[src/rtl/catch_possession_ctrl_pkg.sv]
// Shared encodings for the catch-game possession controller and its helpers.
package catch_possession_ctrl_pkg;

    typedef enum logic [2:0] {
        PhServeWait = 3'd0,
        PhFree      = 3'd1,
        PhHeld1     = 3'd2,
        PhHeld2     = 3'd3,
        PhDropped   = 3'd4,
        PhGameOver  = 3'd5
    } phase_e;

    typedef enum logic [1:0] {
        OwnNone = 2'd0,
        OwnG1   = 2'd1,
        OwnG2   = 2'd2
    } owner_e;

    localparam int unsigned PASS_W = 8;
    localparam int unsigned DROP_W = 4;

    function automatic logic [PASS_W-1:0] sat_inc(input logic [PASS_W-1:0] v);
        return (v == '1) ? v : v + PASS_W'(1);
    endfunction

endpackage

[src/rtl/catch_possession_ctrl_if.sv]
// Glove/ball inputs and possession outputs of the catch controller.
interface catch_possession_ctrl_if;
    import catch_possession_ctrl_pkg::*;

    logic              i_vsync;
    logic              i_glove1closed;
    logic              i_glove2closed;
    logic              i_can_catch1;
    logic              i_can_catch2;
    logic              i_ball_landed;
    logic [1:0]        o_owner;
    logic              o_serve;
    logic              o_release;
    logic              o_foul;
    logic [PASS_W-1:0] o_pass_count;
    logic [DROP_W-1:0] o_drop_count;
    logic [2:0]        o_phase;

    modport master (
        output i_vsync, i_glove1closed, i_glove2closed, i_can_catch1, i_can_catch2,
               i_ball_landed,
        input  o_owner, o_serve, o_release, o_foul, o_pass_count, o_drop_count, o_phase
    );

    modport slave (
        input  i_vsync, i_glove1closed, i_glove2closed, i_can_catch1, i_can_catch2,
               i_ball_landed,
        output o_owner, o_serve, o_release, o_foul, o_pass_count, o_drop_count, o_phase
    );

endinterface

[src/rtl/catch_possession_ctrl_frame_tick_gen.sv]
// One-cycle frame tick on the falling edge of the active-low vsync.
module frame_tick_gen (
    input  logic i_clk,
    input  logic i_reset,
    input  logic i_vsync,
    output logic o_tick
);

    logic r_vsync_prev;

    always_ff @(posedge i_clk) begin
        if (i_reset) begin
            r_vsync_prev <= 1'b1;
        end else begin
            r_vsync_prev <= i_vsync;
        end
    end

    // Masked by reset so an edge coinciding with reset is lost, not deferred.
    assign o_tick = r_vsync_prev & ~i_vsync & ~i_reset;

endmodule

[src/rtl/catch_possession_ctrl.sv]
// Round sequencer for the two-glove catch game: serve, grant, forced release, pass/drop counts.
module catch_possession_ctrl
    import catch_possession_ctrl_pkg::*;
#(
    parameter int unsigned SERVE_FRAMES    = 60,
    parameter int unsigned MAX_HOLD_FRAMES = 180,
    parameter int unsigned MAX_DROPS       = 3,
    parameter int unsigned FCNT_W          = 8
) (
    input  logic                    i_vclock,
    input  logic                    i_reset,
    catch_possession_ctrl_if.slave  bus
);

    localparam logic [FCNT_W-1:0] SERVE_LAST = FCNT_W'(SERVE_FRAMES - 1);
    localparam logic [FCNT_W-1:0] HOLD_LAST  = FCNT_W'(MAX_HOLD_FRAMES - 1);
    localparam logic [DROP_W-1:0] DROP_LIMIT = DROP_W'(MAX_DROPS);

    logic              w_tick;
    logic              w_req1;
    logic              w_req2;
    logic              w_hold_closed;
    logic              r_g1_prev;
    logic              r_g2_prev;
    phase_e            r_phase;
    phase_e            w_phase_d;
    owner_e            r_owner;
    owner_e            w_owner_d;
    owner_e            r_last;
    owner_e            w_last_d;
    owner_e            w_grant;
    logic [FCNT_W-1:0] r_fcnt;
    logic [FCNT_W-1:0] w_fcnt_d;
    logic              r_serve;
    logic              w_serve_d;
    logic              r_release;
    logic              w_release_d;
    logic              r_foul;
    logic              w_foul_d;
    logic [PASS_W-1:0] r_pass;
    logic [PASS_W-1:0] w_pass_d;
    logic [DROP_W-1:0] r_drop;
    logic [DROP_W-1:0] w_drop_d;
    logic [DROP_W-1:0] w_drop_inc;

    frame_tick_gen u_frame_tick (
        .i_clk   (i_vclock),
        .i_reset (i_reset),
        .i_vsync (bus.i_vsync),
        .o_tick  (w_tick)
    );

    // A glove already closed cannot grab: only a fresh closure counts.
    assign w_req1 = bus.i_glove1closed & ~r_g1_prev & bus.i_can_catch1;
    assign w_req2 = bus.i_glove2closed & ~r_g2_prev & bus.i_can_catch2;

    always_comb begin
        w_phase_d     = r_phase;
        w_owner_d     = r_owner;
        w_last_d      = r_last;
        w_fcnt_d      = r_fcnt;
        w_serve_d     = 1'b0;
        w_release_d   = 1'b0;
        w_foul_d      = 1'b0;
        w_pass_d      = r_pass;
        w_drop_d      = r_drop;
        w_grant       = OwnNone;
        w_hold_closed = 1'b0;
        w_drop_inc    = r_drop + DROP_W'(1);

        unique case (r_phase)
            PhServeWait: begin
                if (w_tick) begin
                    if (r_fcnt == SERVE_LAST) begin
                        w_serve_d = 1'b1;
                        w_fcnt_d  = '0;
                        w_phase_d = PhFree;
                    end else begin
                        w_fcnt_d = r_fcnt + FCNT_W'(1);
                    end
                end
            end
            PhFree: begin
                // Simultaneous grabs go to whoever did not hold it last.
                if (w_req1 && w_req2) begin
                    w_grant = (r_last == OwnG1) ? OwnG2 : OwnG1;
                end else if (w_req1) begin
                    w_grant = OwnG1;
                end else if (w_req2) begin
                    w_grant = OwnG2;
                end
                if (w_grant != OwnNone) begin
                    w_owner_d = w_grant;
                    w_phase_d = (w_grant == OwnG1) ? PhHeld1 : PhHeld2;
                    if (r_last != OwnNone && r_last != w_grant) begin
                        w_pass_d = sat_inc(r_pass);
                    end
                end else if (bus.i_ball_landed) begin
                    w_phase_d = PhDropped;
                end
            end
            PhHeld1, PhHeld2: begin
                w_hold_closed = (r_phase == PhHeld1) ? bus.i_glove1closed : bus.i_glove2closed;
                if (!w_hold_closed || (w_tick && r_fcnt == HOLD_LAST)) begin
                    w_release_d = 1'b1;
                    w_foul_d    = w_hold_closed;
                    w_last_d    = r_owner;
                    w_owner_d   = OwnNone;
                    w_fcnt_d    = '0;
                    w_phase_d   = PhFree;
                end else if (w_tick) begin
                    w_fcnt_d = r_fcnt + FCNT_W'(1);
                end
            end
            PhDropped: begin
                w_drop_d  = w_drop_inc;
                w_last_d  = OwnNone;
                w_fcnt_d  = '0;
                w_phase_d = (w_drop_inc == DROP_LIMIT) ? PhGameOver : PhServeWait;
            end
            PhGameOver: begin
            end
            default: begin
                w_phase_d = PhServeWait;
            end
        endcase
    end

    always_ff @(posedge i_vclock) begin
        if (i_reset) begin
            r_phase   <= PhServeWait;
            r_owner   <= OwnNone;
            r_last    <= OwnNone;
            r_fcnt    <= '0;
            r_serve   <= 1'b0;
            r_release <= 1'b0;
            r_foul    <= 1'b0;
            r_pass    <= '0;
            r_drop    <= '0;
            r_g1_prev <= 1'b0;
            r_g2_prev <= 1'b0;
        end else begin
            r_phase   <= w_phase_d;
            r_owner   <= w_owner_d;
            r_last    <= w_last_d;
            r_fcnt    <= w_fcnt_d;
            r_serve   <= w_serve_d;
            r_release <= w_release_d;
            r_foul    <= w_foul_d;
            r_pass    <= w_pass_d;
            r_drop    <= w_drop_d;
            r_g1_prev <= bus.i_glove1closed;
            r_g2_prev <= bus.i_glove2closed;
        end
    end

    assign bus.o_owner      = r_owner;
    assign bus.o_serve      = r_serve;
    assign bus.o_release    = r_release;
    assign bus.o_foul       = r_foul;
    assign bus.o_pass_count = r_pass;
    assign bus.o_drop_count = r_drop;
    assign bus.o_phase      = r_phase;

endmodule

[src/flat_wrapper.sv]
// flat-port wrapper written by rule: the top's interface ports become plain ports
module catch_possession_ctrl_flat import catch_possession_ctrl_pkg::*;
#(
    parameter int unsigned SERVE_FRAMES    = 60,
    parameter int unsigned MAX_HOLD_FRAMES = 180,
    parameter int unsigned MAX_DROPS       = 3,
    parameter int unsigned FCNT_W          = 8
)
  (i_vclock, i_reset, bus_i_vsync, bus_i_glove1closed, bus_i_glove2closed, bus_i_can_catch1, bus_i_can_catch2, bus_i_ball_landed, bus_o_owner, bus_o_serve, bus_o_release, bus_o_foul, bus_o_pass_count, bus_o_drop_count, bus_o_phase);
  catch_possession_ctrl_if bus_i ();
  input  logic i_vclock;
  input  logic i_reset;
  input wire logic [$bits(bus_i.i_vsync)-1:0] bus_i_vsync;
  input wire logic [$bits(bus_i.i_glove1closed)-1:0] bus_i_glove1closed;
  input wire logic [$bits(bus_i.i_glove2closed)-1:0] bus_i_glove2closed;
  input wire logic [$bits(bus_i.i_can_catch1)-1:0] bus_i_can_catch1;
  input wire logic [$bits(bus_i.i_can_catch2)-1:0] bus_i_can_catch2;
  input wire logic [$bits(bus_i.i_ball_landed)-1:0] bus_i_ball_landed;
  output wire logic [$bits(bus_i.o_owner)-1:0] bus_o_owner;
  output wire logic [$bits(bus_i.o_serve)-1:0] bus_o_serve;
  output wire logic [$bits(bus_i.o_release)-1:0] bus_o_release;
  output wire logic [$bits(bus_i.o_foul)-1:0] bus_o_foul;
  output wire logic [$bits(bus_i.o_pass_count)-1:0] bus_o_pass_count;
  output wire logic [$bits(bus_i.o_drop_count)-1:0] bus_o_drop_count;
  output wire logic [$bits(bus_i.o_phase)-1:0] bus_o_phase;
  assign bus_i.i_vsync = bus_i_vsync;
  assign bus_i.i_glove1closed = bus_i_glove1closed;
  assign bus_i.i_glove2closed = bus_i_glove2closed;
  assign bus_i.i_can_catch1 = bus_i_can_catch1;
  assign bus_i.i_can_catch2 = bus_i_can_catch2;
  assign bus_i.i_ball_landed = bus_i_ball_landed;
  assign bus_o_owner = bus_i.o_owner;
  assign bus_o_serve = bus_i.o_serve;
  assign bus_o_release = bus_i.o_release;
  assign bus_o_foul = bus_i.o_foul;
  assign bus_o_pass_count = bus_i.o_pass_count;
  assign bus_o_drop_count = bus_i.o_drop_count;
  assign bus_o_phase = bus_i.o_phase;
  catch_possession_ctrl #(.SERVE_FRAMES(SERVE_FRAMES), .MAX_HOLD_FRAMES(MAX_HOLD_FRAMES), .MAX_DROPS(MAX_DROPS), .FCNT_W(FCNT_W)) u_core (.i_vclock(i_vclock), .i_reset(i_reset), .bus(bus_i));
endmodule
[config.mk]
export PLATFORM = sky130hd
export DESIGN_NAME = catch_possession_ctrl_flat
export DESIGN_NICKNAME = d
export VERILOG_FILES = /design/src/rtl/catch_possession_ctrl_pkg.sv /design/src/rtl/catch_possession_ctrl_if.sv /design/src/rtl/catch_possession_ctrl_frame_tick_gen.sv /design/src/rtl/catch_possession_ctrl.sv /design/src/flat_wrapper.sv
export SDC_FILE = /design/constraint.sdc
export NUM_CORES = 1
export LEC_CHECK = 0
export CAP_MARGIN = 25
export CORE_MARGIN = 5
export CORE_UTILIZATION = 59
export CTS_BUF_LIST = sky130_fd_sc_hd__clkbuf_8
export DETAILED_ROUTE_END_ITERATION = 7
export GPL_ROUTABILITY_DRIVEN = 0
export HOLD_SLACK_MARGIN = 0.05
export PLACE_DENSITY = 0.87
export SLEW_MARGIN = 20
export SYNTH_ARGS = -nofsm -noshare
export SYNTH_HDL_FRONTEND = slang
export SYNTH_SLANG_ARGS = --single-unit
[constraint.sdc]
create_clock -name i_vclock -period 5.1 [get_ports i_vclock]
set_input_delay 1.53 -clock i_vclock [delete_from_list [all_inputs] [get_ports i_vclock]]
set_output_delay 1.53 -clock i_vclock [all_outputs]
set_load 0.02 [all_outputs]
==> out/metrics.cfg <==
[status]
status=finished, final reports clean

[die]
rows=19
start_util_pct=61.7
dieArea_sq_mm=0.00409
ios=28
design.core.area_sq_mm=0.00278
die_x_microns=63.9
die_y_microns=63.9

[yosys]
synth-seq-cells=33
synthTopCellsByArea=dfxtp_1, nor2_1, xnor2_1
syn-cell-area_sq_mm=0.00172
avgSynthCellArea_sq_um=8.71
ys.flop_type=dfxtp_1
synth-edff-count=0
synth_mux_area_share_pct=3.57
ys_seq_area_share_pct=38.5
synthCells=197
synth_cell_types=50
synth_top_family_by_area=simple AND/OR/NAND/NOR gates
synth_xor_area_share_pct=5.61
syn_nets=209
yosys.area.top_type=dfxtp_1
async_flop_share_pct=0
yosysTopAreaCellShare_pct=38.5
synthAdderAreaFrac_pct=2.92
yosys.area_share.simple_pct=32.8
yosysWarnings=0
synth_compound_area_share_pct=14.1

[clocking]
clkSinkCount=33
cts_tree=yes
ctsLongestPathBuffers=2
cts_resized=0
postCtsHoldBufs=0
numCtsBuffers=5
clk_latency_ns=0.28
cts.clk_slew.worst_paths_ns=0.06
cts_max_level=2
cts_setup_buffers=0
cts_root_buffer=clkbuf_8

[global_routing]
grt_pass1_wl_microns=6290
track_usage_pct=19.0
grt_max_degree=34
antenna_found_initial=0
gr-total-overflow=0
grt_pass1_vias=1414

[route]
viasPerCell=6.01
drt_iter0_drc=88
drc=0
vias=1545
wirelength_microns=3750
firstDrtPassIters=4
routedWlPerCell_microns=14.6
ant_nets=0

[sta]
timing.slew.headroom_pct=71.2
maxSlewViolCount=0
fin_crit_sh_pct=64.9
worst_slew_pin_slew_ns=0.430
fmax_mhz=302
hold_violations=0
fin_skew_ns=0.00272
min_period_ns=3.31
setup_violations=0
fin_setup_tns_ns=0
rsz0062_at_grt=false

[final_layout]
n_fill_cell=211
stdcell_count=257
layout.nets=237
final_core_util_pct=74.6
synthToLayoutAreaGrowth_pct=20.8
layout-drive-gt1-share_pct=6.64
diodes=0

[setup_path]
cp-end-kind=register
cp.buffers_inverters=2
start_kind=primary input
crit_family=simple AND/OR/NAND/NOR gates
crit_chain=clkdlybuf4s50_1 > buf_4 > nor3b_2 > nand4_1 > a32o_1 > o21bai_1 > nor2_1
critical_path_class=in -> reg
required_ns=5.26
cp.arrival_ns=3.47
slowest_delay_ns=0.40
path_max_fanout=33
crit_slowest_cell=clkdlybuf4s50_1

[placement]
dp_cells=249
dpl.hpwl_microns=2740
io_buffer_count=27

[run]
maxCapViolations=0

[power]
powerDensity_mw_per_mm2=222
power_leakage_nw=0.709
ir_worst_vdd_v=0.000209

[worst_hold_path]
hp-class=reg -> reg

==> path summary, 6_finish.rpt <==
check / from / endpoint / slack [ns] / depth (start not counted)
max: i_reset / u_core.r_fcnt[7]$_SDFFE_PP0P_ / 1.79 / 7
min: u_core.bus.o_pass_count[5]$_SDFFE_PP0P_ / u_core.bus.o_pass_count[5]$_SDFFE_PP0P_ / 0.50 / 2
max reg2reg: u_core.bus.o_phase[0]$_SDFFE_PP0P_ / u_core.bus.o_pass_count[4]$_SDFFE_PP0P_ / 3.20 / 5
min reg2reg: u_core.bus.o_pass_count[5]$_SDFFE_PP0P_ / u_core.bus.o_pass_count[5]$_SDFFE_PP0P_ / 0.50 / 2
==> cell families after synthesis <==
kind of cell,after synthesis
AOI/OAI and AO/OA,37
buffers and inverters,8
and+or+nand+nor,98
xor gates and xnor gates,11
adders and majority gates,4
DFF,33
muxes,6
==> power by group <==
| part | switching (mW) | internal, mW |
|---|---|---|
| Clock | 0.0870 | 0.0907 |
| Combinational | 0.0117 | 0.0104 |
| Sequential | 0.00133 | 0.260 |
| Total | 0.100 | 0.361 |
==> metrics by stage <==
step                      area (sq um)  power [mW]  setup slack [ns]  hold slack, ns
final                             2070       0.461              1.79           0.501
after global routing              2070       0.480              1.69           0.516
after CTS                         2070       0.465              1.80           0.500
after detailed placement          1990       0.289              1.51           0.489
after global placement            1990       0.288              1.63           0.469
after floorplan                   1720       0.279              2.38           0.455
==> sequential cells by signal, summed over array words and instances, names as in the netlist, 2 cells and up <==
| name | cells |
|---|---|
| u_core.bus.o_drop_count | 4 |
| u_core.bus.o_owner | 2 |
| u_core.bus.o_pass_count | 8 |
| u_core.bus.o_phase | 3 |
| u_core.r_fcnt | 8 |
| u_core.r_last | 2 |
==> tightest hold or removal path: stages, from the launching register on <==
cell and delay, ns:
dfxtp_1 0.33, o41ai_1 0.07, a21oi_1 0.05
==> cells in the mapped netlist (2+ instances only) <==
library cell   n
xnor2_1        9
nor3_1         6
clkbuf_1       3
and3b_1        2
and2_1         3
dfxtp_1       33
nand2b_1       5
a211oi_1       2
xor2_1         2
o21ai_0        6
nand4_1        3
a21oi_1       13
mux2i_1        5
o21bai_1       2
nor2_1        23
o211ai_1       2
a31oi_1        2
and4_1         4
or3_1          2
nor2b_1        7
nand3b_1       4
nand3_1       10
a32o_1         2
nand2_1       17
ha_1           4
and4b_1        2
==> layout by cell type, fill, tap and decap left out, drive strengths merged, types with 2 or more instances in the layout <==
cell type,netlist,layout
o21bai,2,2
a211oi,2,2
mux2i,5,5
dfxtp,33,33
o211ai,2,2
nand3b,4,4
a31oi,2,2
a21oi,13,13
clkdlybuf4s50,0,27
inv,1,4
nand4,3,3
ha,4,4
or3,2,2
and3b,2,2
nor3,6,6
and2,3,3
nor2,24,24
and4,4,4
nor3b,2,2
a32o,2,2
nand3,10,10
xor2,2,2
o21ai,7,7
nand2b,6,6
and4b,2,2
xnor2,9,9
nor2b,7,7
clkbuf,3,5
nand2,17,17
==> layer usage <==
metal	part of all wire, %	wire length [microns]	GRT usage [%]
met5	0	0	0
met4	1.2	44	8.05
met3	4.1	155	5.95
met2	51	1920	32.4
met1	43	1630	21.8
==> cell type report <==
| cell class | instances | area (sq um) | area share (%) |
|---|---|---|---|
| Multi-Input combinational cell | 156 | 1010 | 48.9 |
| Sequential cell | 33 | 661 | 31.8 |
| Timing Repair Buffer | 28 | 278 | 13.4 |
| Clock buffer | 5 | 68.8 | 3.32 |
| Tap cell | 31 | 38.8 | 1.87 |
| Clock inverter | 3 | 11.3 | 0.543 |
| Inverter | 1 | 3.75 | 0.181 |
No activity file was read; power rests on OpenSTA's default activity.
